## src/rtl/uart_pkg.sv

```systemverilog
// Shared UART definitions: state encoding common to uart_rx and uart_tx,
// bit timing constants and the default frame shape.
package uart_pkg;

    // State encoding shared by the receiver and the transmitter.
    localparam logic [1:0] ST_IDLE  = 2'd0;
    localparam logic [1:0] ST_START = 2'd1;
    localparam logic [1:0] ST_DATA  = 2'd2;
    localparam logic [1:0] ST_STOP  = 2'd3;

    typedef enum logic [1:0] {
        IDLE  = ST_IDLE,
        START = ST_START,
        DATA  = ST_DATA,
        STOP  = ST_STOP
    } uart_state_e;

    // Oversampling ratio of the shared baud generator.
    localparam int TICKS_PER_BIT = 16;

    // Default frame shape: 8 data bits, one 16-tick stop bit.
    localparam int DEF_NB_DATA = 8;
    localparam int DEF_NB_STOP = 16;

    // Length of one frame in baud ticks (start + data + stop).
    function automatic int frame_ticks(input int nb_data, input int nb_stop);
        return TICKS_PER_BIT * (1 + nb_data) + nb_stop;
    endfunction

endpackage

```

## src/rtl/uart_tx.sv

```systemverilog
// UART serializer. Sends one NB_DATA-bit word as start bit, data LSB first
// and a stop period of NB_STOP ticks, timed by the 16x oversampling strobe.
//
// Request handshake: i_tx_start is sampled only while the FSM is idle; a
// sample of 1 there accepts i_data (no ready signal is returned, o_busy rises
// on the next clk). Requests while busy are dropped, never queued. o_txdone
// pulses for one clk when the stop period ends, and a request in that same
// clk is accepted, giving back-to-back frames with no idle gap.
module uart_tx
    import uart_pkg::*;
#(
    parameter int NB_DATA     = DEF_NB_DATA,
    parameter int NB_STOP     = DEF_NB_STOP,
    parameter int NB_TICK_CNT = 5
) (
    input  logic               clk,
    input  logic               i_rst,
    input  logic               i_tick,
    input  logic               i_tx_start,
    input  logic [NB_DATA-1:0] i_data,
    output logic               o_tx,
    output logic               o_busy,
    output logic               o_txdone
);

    localparam int NB_BIT_CNT = (NB_DATA > 1) ? $clog2(NB_DATA) : 1;

    localparam logic [NB_TICK_CNT-1:0] TICK_LAST = NB_TICK_CNT'(TICKS_PER_BIT - 1);
    localparam logic [NB_TICK_CNT-1:0] STOP_LAST = NB_TICK_CNT'(NB_STOP - 1);
    localparam logic [NB_BIT_CNT-1:0]  BIT_LAST  = NB_BIT_CNT'(NB_DATA - 1);

    uart_state_e            state;
    uart_state_e            state_n;
    logic [NB_TICK_CNT-1:0] tick_cnt;
    logic [NB_TICK_CNT-1:0] tick_cnt_n;
    logic [NB_BIT_CNT-1:0]  bit_cnt;
    logic [NB_BIT_CNT-1:0]  bit_cnt_n;
    logic [NB_DATA-1:0]     shreg;
    logic [NB_DATA-1:0]     shreg_n;
    logic                   tx_n;
    logic                   busy_n;
    logic                   txdone_n;

    // State register: FSM, counters, shift register and the registered outputs.
    always_ff @(posedge clk or posedge i_rst) begin
        if (i_rst) begin
            state    <= IDLE;
            tick_cnt <= '0;
            bit_cnt  <= '0;
            shreg    <= '0;
            o_tx     <= 1'b1;
            o_busy   <= 1'b0;
            o_txdone <= 1'b0;
        end else begin
            state    <= state_n;
            tick_cnt <= tick_cnt_n;
            bit_cnt  <= bit_cnt_n;
            shreg    <= shreg_n;
            o_tx     <= tx_n;
            o_busy   <= busy_n;
            o_txdone <= txdone_n;
        end
    end

    // Next-state logic: counters only move on ticks; acceptance ignores ticks.
    always_comb begin
        state_n    = state;
        tick_cnt_n = tick_cnt;
        bit_cnt_n  = bit_cnt;
        shreg_n    = shreg;
        case (state)
            IDLE: begin
                if (i_tx_start) begin
                    state_n    = START;
                    tick_cnt_n = '0;
                    bit_cnt_n  = '0;
                    shreg_n    = i_data;
                end
            end
            START: begin
                if (i_tick) begin
                    if (tick_cnt == TICK_LAST) begin
                        tick_cnt_n = '0;
                        bit_cnt_n  = '0;
                        state_n    = DATA;
                    end else begin
                        tick_cnt_n = tick_cnt + 1'b1;
                    end
                end
            end
            DATA: begin
                if (i_tick) begin
                    if (tick_cnt == TICK_LAST) begin
                        tick_cnt_n = '0;
                        shreg_n    = {1'b0, shreg[NB_DATA-1:1]};
                        if (bit_cnt == BIT_LAST) begin
                            state_n = STOP;
                        end else begin
                            bit_cnt_n = bit_cnt + 1'b1;
                        end
                    end else begin
                        tick_cnt_n = tick_cnt + 1'b1;
                    end
                end
            end
            STOP: begin
                if (i_tick) begin
                    if (tick_cnt == STOP_LAST) begin
                        tick_cnt_n = '0;
                        state_n    = IDLE;
                    end else begin
                        tick_cnt_n = tick_cnt + 1'b1;
                    end
                end
            end
            default: begin
                state_n = IDLE;
            end
        endcase
    end

    // Output logic: computed from the upcoming state so the registers line up
    // with the state they describe.
    always_comb begin
        tx_n     = 1'b1;
        busy_n   = (state_n != IDLE);
        txdone_n = (state == STOP) && (state_n == IDLE);
        case (state_n)
            START:   tx_n = 1'b0;
            DATA:    tx_n = shreg_n[0];
            default: tx_n = 1'b1;
        endcase
    end

endmodule

```

## config.mk

```make
export PLATFORM = sky130hd
export DESIGN_NAME = uart_tx
export DESIGN_NICKNAME = d
export VERILOG_FILES = /design/src/rtl/uart_pkg.sv /design/src/rtl/uart_tx.sv
export SDC_FILE = /design/constraint.sdc
export NUM_CORES = 1
export LEC_CHECK = 0
export ABC_AREA = 1
export ABC_CLOCK_PERIOD_IN_PS = 3500
export BUFFER_PORTS_ARGS = -buffer_cell sky130_fd_sc_hd__buf_2
export CORE_ASPECT_RATIO = 0.7
export CORE_UTILIZATION = 55
export DETAILED_ROUTE_END_ITERATION = 6
export MAX_ROUTING_LAYER = met4
export PLACE_DENSITY = 0.77
export RECOVER_POWER = 50
export SLEW_MARGIN = 0
export SYNTH_ARGS = -nofsm -noshare
export SYNTH_HDL_FRONTEND = slang
export SYNTH_SLANG_ARGS = --single-unit
```

## constraint.sdc

```tcl
create_clock -name clk -period 3.5 [get_ports clk]
set_input_delay 0 -clock clk [delete_from_list [all_inputs] [get_ports clk]]
set_output_delay 0 -clock clk [all_outputs]
set_load 0.05 [all_outputs]
```

==> results.sh <==
export IMPL_grt_pass1_vias=758
export IMPL_antennaDiodeCount=0
export IMPL_clk_latency_ns=0.31
export IMPL_cts_made_buffers=3
export IMPL_drt_iter0_drc=27
export IMPL_syn_area_sq_um=1090
export IMPL_synth_area_per_cell_sq_um=8.68
export IMPL_synth_fp_nets=141
export IMPL_grt_antenna_before_repair=0
export IMPL_dpl_hpwl_mm=1.55
export IMPL_most_common_layout_cells="nand2_1 (37), nand3_1 (21), dfrtp_1 (20)"
export IMPL_dpl_cell_count=161
export IMPL_hold_path_class="input pin to register"
export IMPL_die_w_um=55.3
export IMPL_via_count=903
export IMPL_synth_seq_cells=21
export IMPL_path_max_fanout=13
export IMPL_drt_wl_total_mm=2.25
export IMPL_area_delta_synth_final_pct=19.2
export IMPL_timing_rr_start="tick_cnt[0]"
export IMPL_holdBufCountCts=10
export IMPL_stdcell_count=175
export IMPL_cts_tree="built"
export IMPL_hold_violations=0
export IMPL_final_nets=169
export IMPL_layout_drive_gt1_share_pct=21.6
export IMPL_clockBufferDepth=2
export IMPL_drc=0
export IMPL_maxSlewHeadroom_pct=48.5
export IMPL_root_buffer="clkbuf_4"
export IMPL_yosysUniqueCellTypes=24
export IMPL_gp_congestion=0.817
export IMPL_clock_sinks=21
export IMPL_final_common_cell="nand2_1"
export IMPL_critPathCaptureType="register"
export IMPL_crit_required_ns=3.75
export IMPL_grt_pass1_wl_mm=3.53
export IMPL_min_from="i_tx_start"
export IMPL_coreArea_sq_um=1870
export IMPL_status="complete, no violations"
export IMPL_via_per_inst=5.16
export IMPL_fmax_mhz=611
export IMPL_initial_core_util_pct=58.5
export IMPL_critPathArrivalTime_ns=1.88
export IMPL_clk_pin_slew_ns=0.12
export IMPL_htree_levels=1
export IMPL_reg2reg_depth=9
export IMPL_startpoint="tick_cnt[0]"
export IMPL_ys_seq_area_share_pct=48.2
export IMPL_drv_slew=0
export IMPL_port_buffers=14
export IMPL_fill_cells=150
export IMPL_grt_ovfl_total=0
export IMPL_tns_ns=0
export IMPL_worst_clock_skew_ns=0.0177
export IMPL_grtUsageTotal_pct=23.5
export IMPL_worst_slew_pin_slew_ns=0.771
export IMPL_hold_path_depth=4
export IMPL_max_cap_violations=0
export IMPL_yosysTopAreaCell="dfrtp_1"
export IMPL_rows=13
export IMPL_drt_wirelength_per_cell_um=12.9
export IMPL_finalCritPeriodShare_pct=46.8
export IMPL_worst_setup_path_start_kind="register"
export IMPL_ios=15
export IMPL_rsz0062_at_grt="no"
export IMPL_postCtsSetupRepairBufs=0
export IMPL_yosys_top_cells_area="dfrtp_1 (46%), nand2_1 (13%), nand3_1 (9.6%)"
export IMPL_drt_pass1_iter_count=4
export IMPL_p_per_area_nw_per_um2=420
export IMPL_die_h_um=39.3
export IMPL_dp_worst_setup_slack_ns=1.93
export IMPL_vdd_drop_max_v=0.000309
export IMPL_post_route_min_period_ns=1.64
export IMPL_postSynthCellCount=126
export IMPL_ys_warnings_count=0
export IMPL_setup_ws_ns=1.86
export IMPL_dieArea_sq_um=2170
export IMPL_grt_max_degree=22
export IMPL_leakagePower_nw=0.682
export IMPL_synth_top_area_share_pct=45.8
export IMPL_cts_resized=0
export IMPL_critPathKind="register to register"
export IMPL_finalSetupViolCount=0
export IMPL_ant_nets=0
[layer usage]
layer  GRT usage (%)  vias to the layer above  routed length (um)  part of all wire [%]
met5               -                        -                   0                     0
met3            6.93                        2                  75                   3.3
met4            5.63                        0                  12                  0.53
li1                -                      462                   -                     -
met1            29.4                      422                1110                    49
met2            38.9                       17                1060                    47
[metrics by stage]
| step | util [%] | hold WS, ns | power (W) | instance area (sq um) |
|---|---|---|---|---|
| after CTS | 69.8 | 0.0664 | 0.000545 | 1310 |
| final | 69.7 | 0.0515 | 0.000548 | 1300 |
| after global routing | 69.7 | 0.0791 | 0.000580 | 1300 |
| after detailed placement | 63.1 | 0.188 | 0.000423 | 1180 |
| after global placement | 63.1 | 0.175 | 0.000418 | 1180 |
| after floorplan | - | -0.0242 | 0.000398 | 1090 |
[registers in the layout (all words and copies together), names as in the netlist]
signal,count
tick_cnt,5
o_tx,1
bit_cnt,3
state,2
shreg,8
o_txdone,1
o_busy,1
[synthesized netlist by cell type (all sizes together)]
| cell type | number |
|---|---|
| dfrtp | 20 |
| a21boi | 1 |
| o211ai | 1 |
| a21oi | 2 |
| o22ai | 1 |
| buf | 1 |
| nand2 | 43 |
| or2 | 1 |
| nor2 | 7 |
| dfstp | 1 |
| inv | 15 |
| a22oi | 1 |
| xor2 | 1 |
| nand3 | 23 |
| ha | 3 |
| o21ai | 5 |
[where the power goes]
group / switching (W) / internal, W / leakage [nW]
registers: 0.0000305 / 0.000275 / 0.268
logic: 0.0000681 / 0.0000564 / 0.399
clock network: 0.0000737 / 0.0000445 / 0.0150
[logic make-up (layout without fill, tap and decap cells)]
kind of cell / after synthesis / in the layout / synth area share [%]
flops: 21 / 21 / 48.2
fa+ha+maj: 3 / 3 / 3.43
xor+xnor: 1 / 1 / 0.801
simple gates: 74 / 74 / 33.9
buf+inv: 16 / 43 / 6.18
compound gates: 11 / 11 / 7.55
[critical path, cell delays in order (launching register included)]
cell,delay (ns)
dfrtp_1,0.41
ha_1,0.22
nand3_2,0.12
nor2_4,0.28
nand3_1,0.16
nand2_1,0.14
inv_1,0.07
nand2_1,0.07
nand2_1,0.04
nand2_1,0.06
[layout make-up]
class | count | area [sq um] | area share [%]
inverter | 15 | 56.3 | 4.32
multi-input combinational | 89 | 499 | 38.3
timing repair buffer | 24 | 168 | 12.9
sequential | 21 | 527 | 40.4
clock buffer | 4 | 26.3 | 2.02
tap | 22 | 27.5 | 2.11
[path summary, 6_finish.rpt]
kind | to | slack (ns)
worst min register to register | shreg[4] | 0.50
max in group asynchronous | shreg[1] | 2.63
worst min-delay path | tick_cnt[1] | 0.05
worst max register to register | o_tx | 1.86
worst max-delay path | o_tx | 1.86
min in group asynchronous | bit_cnt[1] | 0.37
No activity file was read; power rests on OpenSTA's default activity.
